==> config.mk <==
export PLATFORM = sky130hd
export DESIGN_NAME = matrix_controller
export DESIGN_NICKNAME = d
export VERILOG_FILES = /design/src/rtl/matrix_controller_pkg.sv /design/src/rtl/matrix_lane_mux.sv /design/src/rtl/matrix_controller.sv
export SDC_FILE = /design/constraint.sdc
export NUM_CORES = 1
export LEC_CHECK = 0
export BUFFER_PORTS_ARGS = -buffer_cell sky130_fd_sc_hd__buf_2
export CAP_MARGIN = 0
export CORE_UTILIZATION = 55
export CTS_BUF_LIST = sky130_fd_sc_hd__clkbuf_8
export CTS_CLUSTER_SIZE = 40
export DETAILED_ROUTE_END_ITERATION = 8
export HOLD_SLACK_MARGIN = 0.12
export PLACE_DENSITY = 0.94
export SLEW_MARGIN = 5
export SYNTH_ARGS = -nofsm -noshare
export SYNTH_HDL_FRONTEND = slang
export SYNTH_SLANG_ARGS = --single-unit
==> constraint.sdc <==
create_clock -name clock -period 2.5 [get_ports clock]
set_input_delay 0.125 -clock clock [delete_from_list [all_inputs] [get_ports clock]]
set_output_delay 0.125 -clock clock [all_outputs]
set_load 0.1 [all_outputs]
==> src/rtl/matrix_controller_pkg.sv <==
// Shared constants and types for the matrix_controller lane scanner.
// Latency: n/a (declarations only).
// Backpressure: n/a.
package matrix_controller_pkg;

  localparam int LANE_WIDTH = 32;
  localparam int NUM_LANES  = 3;
  // Three 32-bit lanes summed zero-extended never exceed 34 bits.
  localparam int SUM_WIDTH  = 34;

  typedef enum logic [1:0] {
    IDLE = 2'd0,
    LOAD = 2'd1,
    SCAN = 2'd2,
    DONE = 2'd3
  } state_t;

  // Snapshot of the input bus; element 0 is x[31:0].
  typedef logic [NUM_LANES-1:0][LANE_WIDTH-1:0] lanes_t;

endpackage

==> src/rtl/matrix_lane_mux.sv <==
// Selects one 32-bit lane of the frame snapshot by lane index.
// Latency: combinational.
// Backpressure: none.
//
// Ports:
//   lanes - snapshot of all three lanes
//   sel   - lane index; 3 selects nothing and yields 0
//   lane  - selected lane
module matrix_lane_mux
  import matrix_controller_pkg::*;
(
  input  lanes_t                  lanes,
  input  logic [1:0]              sel,
  output logic [LANE_WIDTH-1:0]   lane
);

  always_comb begin
    lane = '0;
    case (sel)
      2'd0:    lane = lanes[0];
      2'd1:    lane = lanes[1];
      2'd2:    lane = lanes[2];
      default: lane = '0;
    endcase
  end

endmodule

==> src/rtl/matrix_controller.sv <==
// Free-running frame scanner: snapshots x, emits J_MAX lanes, pulses frame_done, reports the lane sum.
// Latency: first lane_valid 2 cycles after reset release; frame period J_MAX+2 cycles.
// Backpressure: none; outputs stream unconditionally.
//
// Ports:
//   clock, reset_n - single clock, asynchronous active-low reset
//   x              - three packed 32-bit lanes, sampled only in LOAD
//   lane, j_idx    - emitted lane and its index (0 outside SCAN)
//   lane_valid     - high during SCAN cycles
//   frame_done     - one-cycle pulse in DONE
//   sum            - sum of the last completed frame's lanes
// Optional feature: define MATRIX_CONTROLLER_SUM_EN to build the accumulator;
// otherwise sum is tied to 0.
module matrix_controller
  import matrix_controller_pkg::*;
#(
  parameter int J_MAX  = 3,
  parameter int LANE_W = 32
)(
  input  logic                  clock,
  input  logic                  reset_n,
  input  logic [3*LANE_W-1:0]   x,
  output logic [LANE_W-1:0]     lane,
  output logic [1:0]            j_idx,
  output logic                  lane_valid,
  output logic                  frame_done,
  output logic [SUM_WIDTH-1:0]  sum
);

  if (J_MAX < 1 || J_MAX > NUM_LANES) begin : g_bad_j_max
    $error("matrix_controller: J_MAX must be in 1..3");
  end
  if (LANE_W != LANE_WIDTH) begin : g_bad_lane_w
    $error("matrix_controller: LANE_W must be 32");
  end

  localparam logic [1:0] J_LAST = 2'(J_MAX - 1);

  state_t                 state_q, state_d;
  logic [1:0]             j_q, j_d;
  lanes_t                 snapshot_q;
  logic [LANE_WIDTH-1:0]  mux_lane;

  always_ff @(posedge clock or negedge reset_n) begin
    if (!reset_n) begin
      state_q <= IDLE;
      j_q     <= '0;
    end else begin
      state_q <= state_d;
      j_q     <= j_d;
    end
  end

  always_comb begin
    state_d    = state_q;
    j_d        = j_q;
    lane_valid = 1'b0;
    frame_done = 1'b0;
    lane       = '0;
    j_idx      = '0;
    case (state_q)
      IDLE: state_d = LOAD;
      LOAD: begin
        state_d = SCAN;
        j_d     = '0;
      end
      SCAN: begin
        lane_valid = 1'b1;
        lane       = mux_lane;
        j_idx      = j_q;
        if (j_q == J_LAST) begin
          state_d = DONE;
          j_d     = '0;
        end else begin
          j_d = j_q + 2'd1;
        end
      end
      DONE: begin
        frame_done = 1'b1;
        state_d    = LOAD;
      end
      default: state_d = IDLE;
    endcase
  end

  // x is only looked at here, so mid-frame changes wait for the next LOAD.
  always_ff @(posedge clock or negedge reset_n) begin
    if (!reset_n) begin
      snapshot_q <= '0;
    end else if (state_q == LOAD) begin
      snapshot_q <= x;
    end
  end

  matrix_lane_mux u_lane_mux (
    .lanes (snapshot_q),
    .sel   (j_q),
    .lane  (mux_lane)
  );

`ifdef MATRIX_CONTROLLER_SUM_EN
  logic [SUM_WIDTH-1:0] acc_q;
  logic [SUM_WIDTH-1:0] sum_q;

  // Accumulator is complete during DONE; sum becomes visible the cycle after.
  always_ff @(posedge clock or negedge reset_n) begin
    if (!reset_n) begin
      acc_q <= '0;
      sum_q <= '0;
    end else begin
      case (state_q)
        LOAD: acc_q <= '0;
        SCAN: acc_q <= acc_q + {{(SUM_WIDTH-LANE_WIDTH){1'b0}}, mux_lane};
        DONE: sum_q <= acc_q;
        default: ;
      endcase
    end
  end

  assign sum = sum_q;
`else
  assign sum = '0;
`endif

endmodule

==> summary.txt, run 1 <==
STA
  – Max-slew headroom: 0.569
  – Max Freq: 431 MHz
  – Final WS setup: 0.178 ns
  – Worst Max-Slew Pin Slew: 0.647 ns
  – RSZ-0062 raised after global routing: false
  – Sum Neg Setup Slack: 0 ns
  – Clock Skew: ~0.012 ns
  – Final count of negative-setup-slack endpoints: 0
  – Final Cycle Share: 0.929
  – Hold slack: roughly 0.31 ns
  – Final hold viol count: 0
  – Tmin final: between 2 and 2.5 ns
  – Slew Limit Fails: 0

Critical path
  – Worst-path maximum fanout: 30
  – Worst stage delay on the critical path: 0.67 ns
  – CP arrival: around 2.2 ns
  – Crit path kind: register to output pin
  – CP max stage cell: dfrtp_4
  – Crit path max-delay family: buffers and inverters
  – Critical Path Sink Type: output pin
  – Buf/Inv on CP: 2
  – Worst EP required: around 2.4 ns
  – CP Launch Type: register
  – Cell-by-cell listing of the critical path: buf_12 > nor2b_1 > o21ai_0 > a21oi_4 > buf_2

Global routing
  – Wire length of the first global-routing pass: ~21 mm
  – Total track usage: 0.280
  – Largest net degree at the start of global routing: between 50 and 60
  – Vias in the first global route: around 4.2k
  – Initial antenna violation count: 0
  – Global route overflow: 0

Power
  – Cell Pwr Density: 498 nW/µm²
  – LEAKAGE: around 3.2 nW
  – Tot Pwr: approximately 3.6 mW
  – VDD IR max: 0.000382 V

Finish
  – Layout overhead on the synthesized area: 41.5%
  – Commonest non-fill, non-tap cells in the layout: buf_2 (132), dfrtp_1 (99), dlygate4sd3_1 (97)
  – Multi-input logic area: between 2000 and 3000 µm²
  – Fillers: between 400 and 500
  – Final Non-Filler Cells: approximately 740
  – Commonest non-fill, non-tap cell in the layout: buf_2
  – Diode count: 0
  – Nets@finish: 727
  – FF+latch area: 2510 µm²
  – Share of post-route cells with drive strength above 1: 0.466

Drt
  – Vias per inst: ~5.2
  – DR iter-0 viols: ~120
  – Final WL: ~13 mm
  – Avg WL per Cell: about 18 µm
  – Vias: 3861
  – TritonRoute pass-1 iters: 9
  – DRC viols: 11
  – Post-route ant nets: 0

Yosys
  – FF+latch count, synth: 100
  – Synth Instances: approximately 400
  – Top-area cell type share of the netlist area: 0.489
  – Sequential fraction of the synthesis area: 0.489
  – Yosys warnings: 0
  – Post-synth EDFFs: 0
  – Mapped Avg Cell Area: around 13 µm²
  – Synth Flop Type: dfrtp_1
  – Synth async-reset ratio: 1.00
  – Post-Syn Area: approximately 5000 µm²
  – Dominant cell type by area after synthesis: dfrtp_1
  – Yosys cell types: 21
  – Largest cells by area after synthesis: dfrtp_1 (49%), mux2_2 (15%), mux2_4 (8.5%)

Clocking
  – Inserted Clock Buffers: 9
  – Clock Tree Buf Depth: 2
  – Number of clock sinks: 100
  – Worst-path clk slew: around 0.11 ns
  – Clock root cell: clkbuf_8
  – Latest clock arrival within the worst-skew pair: ~0.35 ns
  – CTS tree: yes
  – H-tree Lvls: 3

Floorplanning
  – IO Pins: roughly 170
  – Die area: ~9700 µm²
  – # rows: 34
  – Initial Util: 0.578
  – Area of the core: between 8000 and 9000 µm²
  – Die span in x: 98.4 µm
  – Die height: 98.4 µm

Placed design
  – Place WS: 0.461 ns
  – Dpl hpwl: roughly 7.5 mm
  – DP Cell Count: 626
  – Port bufs: roughly 130
  – Gpl congestion: between 0.7 and 0.8

Run status
  – Failing checks: DRC
  – Status: finished, violations left

Flow run
  – Max Cap Violations: 0

Worst hold path
  – Hold WC Path Type: input port to asynchronous set/reset pin
cell usage after synthesis, drive strengths merged, types with 2 or more instances:
cell and n:
buf 59, mux2i 34, a21oi 32, o21ai 34
and2 2, dfrtp 100, nor2b 32, inv 3
clkbuf 5, ha 3, mux2 96
path summary, 6_finish.rpt:
kind,to,cells after the start,slack [ns],from
min in group clock,snapshot_q[81],1,0.50,snapshot_q[81]
hold / removal,snapshot_q[28],2,0.31,reset_n
hold reg to reg,snapshot_q[81],1,0.50,snapshot_q[81]
max in group asynchronous,j_q[0],3,1.44,reset_n
setup / recovery,lane[27],5,0.18,j_q[0]
setup reg to reg,snapshot_q[12],4,0.77,state_q[1]
what timing repair did:
item                                    in CTS  in global routing
hold buffers                                97                  0
endpoints found under the setup margin       0                  8
endpoints found under the hold margin      144                  0
resized for setup                            0                  1
buffers inserted                             0                  0
routing by layer:
| metal | global-route usage | up-vias | part of all wire |
|---|---|---|---|
| met5 | 0 | - | 0 |
| met4 | 0.0941 | 0 | 0.025 |
| met3 | 0.0511 | 28 | 0.040 |
| met2 | 0.532 | 138 | 0.54 |
| met1 | 0.316 | 1919 | 0.39 |
| li1 | - | 1776 | - |
sequential cells by signal (all words and copies together), names as in the netlist:
register / count
snapshot_q: 96
j_q: 2
state_q: 2
cell type report:
| class | instances | share of cell area |
|---|---|---|
| flip-flops and latches | 100 | 0.347 |
| clock buffers | 9 | 0.0171 |
| well taps | 108 | 0.0187 |
| inverters | 3 | 0.00173 |
| clock inverters | 7 | 0.00779 |
| repair buffers | 241 | 0.247 |
| multi-input cells | 271 | 0.361 |
metrics by stage:
step                      area, µm²  utilization
after floorplan                5570            -
after global placement         6080        0.687
after detailed placement       6080        0.687
after CTS                      7230        0.817
after global routing           7230        0.817
final                          7230        0.817
cell families after synthesis:
family	Yosys count	share of synthesized area
other cells	1	0.000734
buf+inv	67	0.0913
mux	130	0.299
fa+ha+maj	3	0.00734
simple gates	37	0.0450
compound gates	67	0.0668
flops	100	0.489
report_power, final:
part           switching, mW  total, mW  internal (mW)
clock                  0.592      0.972          0.379
sequential            0.0481       1.74           1.70
combinational          0.595      0.885          0.290
Power figures use the tool's default switching activity.
==> run 2: changes to the inputs <==
--- a/config.mk
+++ b/config.mk
@@ -5,8 +5,8 @@
 export SDC_FILE = /design/constraint.sdc
 export NUM_CORES = 1
 export LEC_CHECK = 0
+export ABC_AREA = 1
 export BUFFER_PORTS_ARGS = -buffer_cell sky130_fd_sc_hd__buf_2
-export CAP_MARGIN = 0
 export CORE_UTILIZATION = 55
 export CTS_BUF_LIST = sky130_fd_sc_hd__clkbuf_8
 export CTS_CLUSTER_SIZE = 40
==> run 2 against run 1 <==
Effect of this change: the flow now finishes without violations; global-route usage grew 5.1 points; design area shrank 5.5%; critical path depth grew 1; clock power grew 18%; die area grew 0.39%; register-to-register slack gained 0.03 ns; utilization shrank 4.9 points; clock-buffer cell count is the same; critical endpoint is now lane[23]; largest power group unchanged.
==> summary.txt, run 2 <==
Run status
  – Status: complete, no violations

Floorplanning
  – Die height: about 100 µm
  – Initial Util: 0.577
  – Area of the core: between 8000 and 9000 µm²
  – Die span in x: 98.6 µm
  – Die area: around 9700 µm²
  – IO Pins: around 170
  – # rows: 34

Drt
  – TritonRoute pass-1 iters: 5
  – Vias per inst: 5.27
  – Vias: around 5.3k
  – Avg WL per Cell: ~16 µm
  – Post-route ant nets: 0
  – Final WL: 15.7 mm
  – DRC viols: 0
  – DR iter-0 viols: 432

Power
  – LEAKAGE: ~3.8 nW
  – VDD IR max: 0.000314 V
  – Cell Pwr Density: 543 nW/µm²

Clocking
  – H-tree Lvls: 3
  – Inserted Clock Buffers: 9
  – Latest clock arrival within the worst-skew pair: roughly 0.35 ns
  – Total setup buffers inserted after CTS: 0
  – Number of clock sinks: 100
  – Clock Tree Buf Depth: 2
  – Clock root cell: clkbuf_8
  – CTS tree: yes
  – Worst-path clk slew: around 0.10 ns

STA
  – RSZ-0062 raised after global routing: false
  – Tmin final: around 2.3 ns
  – Max Freq: approximately 440 MHz
  – Hold slack: ~0.22 ns
  – Slew Limit Fails: 0
  – Final count of negative-setup-slack endpoints: 0
  – Worst Max-Slew Pin Slew: roughly 0.52 ns
  – Final Cycle Share: 0.913
  – Sum Neg Setup Slack: 0 ns
  – Max-slew headroom: 0.653
  – Final hold viol count: 0
  – Final WS setup: ~0.22 ns
  – Clock Skew: roughly 0.0095 ns

Yosys
  – Synth Instances: between 600 and 700
  – Top cell types by occurrence after synthesis: nand2_1 (356), dfrtp_1 (100), nand3_1 (97)
  – Sequential fraction of the synthesis area: 0.488
  – Top-area cell type share of the netlist area: 0.488
  – Synth async-reset ratio: 1.00
  – Post-Syn Area: about 5000 µm²
  – Mapped Avg Cell Area: 7.55 µm²
  – Complex-gate fraction of the synthesized area: 0.00561
  – Simple-gate area share of the yosys netlist: 0.360
  – Main combinational cell family by area after synthesis: simple AND/OR/NAND/NOR gates
  – Largest cells by area after synthesis: dfrtp_1 (49%), nand2_1 (26%), nand3_1 (9.5%)
  – Post-synth EDFFs: 0
  – Yosys warnings: 0
  – Post-synthesis mux area share: 0
  – FF+latch count, synth: 100
  – Synth Flop Type: dfrtp_1
  – Dominant cell type by area after synthesis: dfrtp_1
  – Count leader, synth: nand2_1
  – Yosys cell types: 16
  – XOR/XNOR Fraction of Synth Area: 0
  – Adder-cell share of the synthesized area: 0.00731

Global routing
  – Largest net degree at the start of global routing: 51
  – Total track usage: 0.331
  – Global route overflow: 0
  – Initial antenna violation count: 0
  – Vias in the first global route: between 5k and 6k
  – Wire length of the first global-routing pass: ~25 mm

Critical path
  – Worst EP required: approximately 2.4 ns
  – CP Launch Type: register
  – CP arrival: ~2.2 ns
  – Worst-path maximum fanout: 35
  – Crit path kind: register to output pin
  – Critical Path Sink Type: output pin

Finish
  – Commonest non-fill, non-tap cell in the layout: nand2_1
  – Commonest non-fill, non-tap cells in the layout: nand2_1 (356), buf_2 (132), dfrtp_1 (99)
  – Final core occ: 0.768
  – Most flops, register: snapshot_q
  – Layout overhead on the synthesized area: 33.1%
  – Top Registers: snapshot_q x96, j_q x2, state_q x2
  – FF+latch area: between 2000 and 3000 µm²
  – Max reg flops: between 90 and 100
  – Share of post-route cells with drive strength above 1: 0.188
  – Fillers: ~560
  – Nets@finish: slightly below 1k
  – Multi-input logic area: approximately 2100 µm²
  – Diode count: 0
  – Final Instance Area: around 6800 µm²

Flow run
  – Max Cap Violations: 0

Worst hold path
  – Hold WC Path Type: input port to asynchronous set/reset pin

Placed design
  – Port bufs: roughly 130
  – Dpl hpwl: ~7.9 mm
  – Gpl congestion: between 0.8 and 0.9
  – Place WS: between 0.6 and 0.7 ns
  – Placed cell areas: around 5600 µm²
run 2: cell count changes after synthesis, moves of 27 or more:
cell	change
nand2_1	+355
nand3_1	+96
mux2_2	-67
inv_1	+34
mux2i_1	-34
a21oi_1	-32
nor2b_1	-32
mux2_4	-29
o21ai_0	-27
run 2: metal layers:
layer,wire [µm],vias up,GRT usage
met1,5820,2419,0.392
met5,0,-,0
met3,1480,67,0.0645
li1,-,2436,-
met4,550,0,0.149
met2,7850,368,0.585
run 2: final timing paths:
| path | endpoint | cells past startpoint | slack [ns] | from |
|---|---|---|---|---|
| max | lane[23] | 6 | 0.22 | j_q[1] |
| min | snapshot_q[0] | 2 | 0.22 | reset_n |
| max in group asynchronous | snapshot_q[66] | 3 | 1.60 | reset_n |
| min in group clock | snapshot_q[66] | 2 | 0.48 | snapshot_q[66] |
| min reg2reg | snapshot_q[66] | 2 | 0.48 | snapshot_q[66] |
| max reg2reg | snapshot_q[55] | 5 | 0.80 | state_q[1] |
run 2: power breakdown:
group / switching [mW] / internal [mW]
registers: 0.0479 / 1.70
clock network: 0.576 / 0.572
logic: 0.594 / 0.228
run 2: metrics by stage:
step / power [mW] / instances
after floorplan: 2.32 / 713
after global routing: 3.84 / 1003
after detailed placement: 2.45 / 889
after global placement: 2.44 / 889
final: 3.71 / 1003
after CTS: 3.68 / 1002
run 2: area by class of cell:
class                           count  share of cell area
Clock inverter                      7              0.0145
Clock buffer                        9              0.0181
Tap cell                          108              0.0198
Inverter                           40              0.0227
Multi-Input combinational cell    498               0.303
Timing Repair Buffer              241               0.256
Sequential cell                   100               0.366
run 2: logic make-up after synthesis:
group	Yosys count
AND/OR/NAND/NOR	455
buffers and inverters	116
flip-flops	100
AO/OA/AOI/OAI	5
adder cells (fa/ha/maj)	3
other	1
run 2: critical path, stage by stage, from the launching register on:
cell and delay (ns):
dfrtp_1 0.53, inv_4 0.36, nand3_1 0.19, nand3_1 0.14, nand2_1 0.07, inv_1 0.07
buf_2 0.42
run 2: repair_timing:
action / 4_1_cts / 5_1_grt
endpoints found under the setup margin: 0 / 1
endpoints found under the hold margin: 196 / 0
hold buffers: 97 / 0
resized for setup: 0 / 1
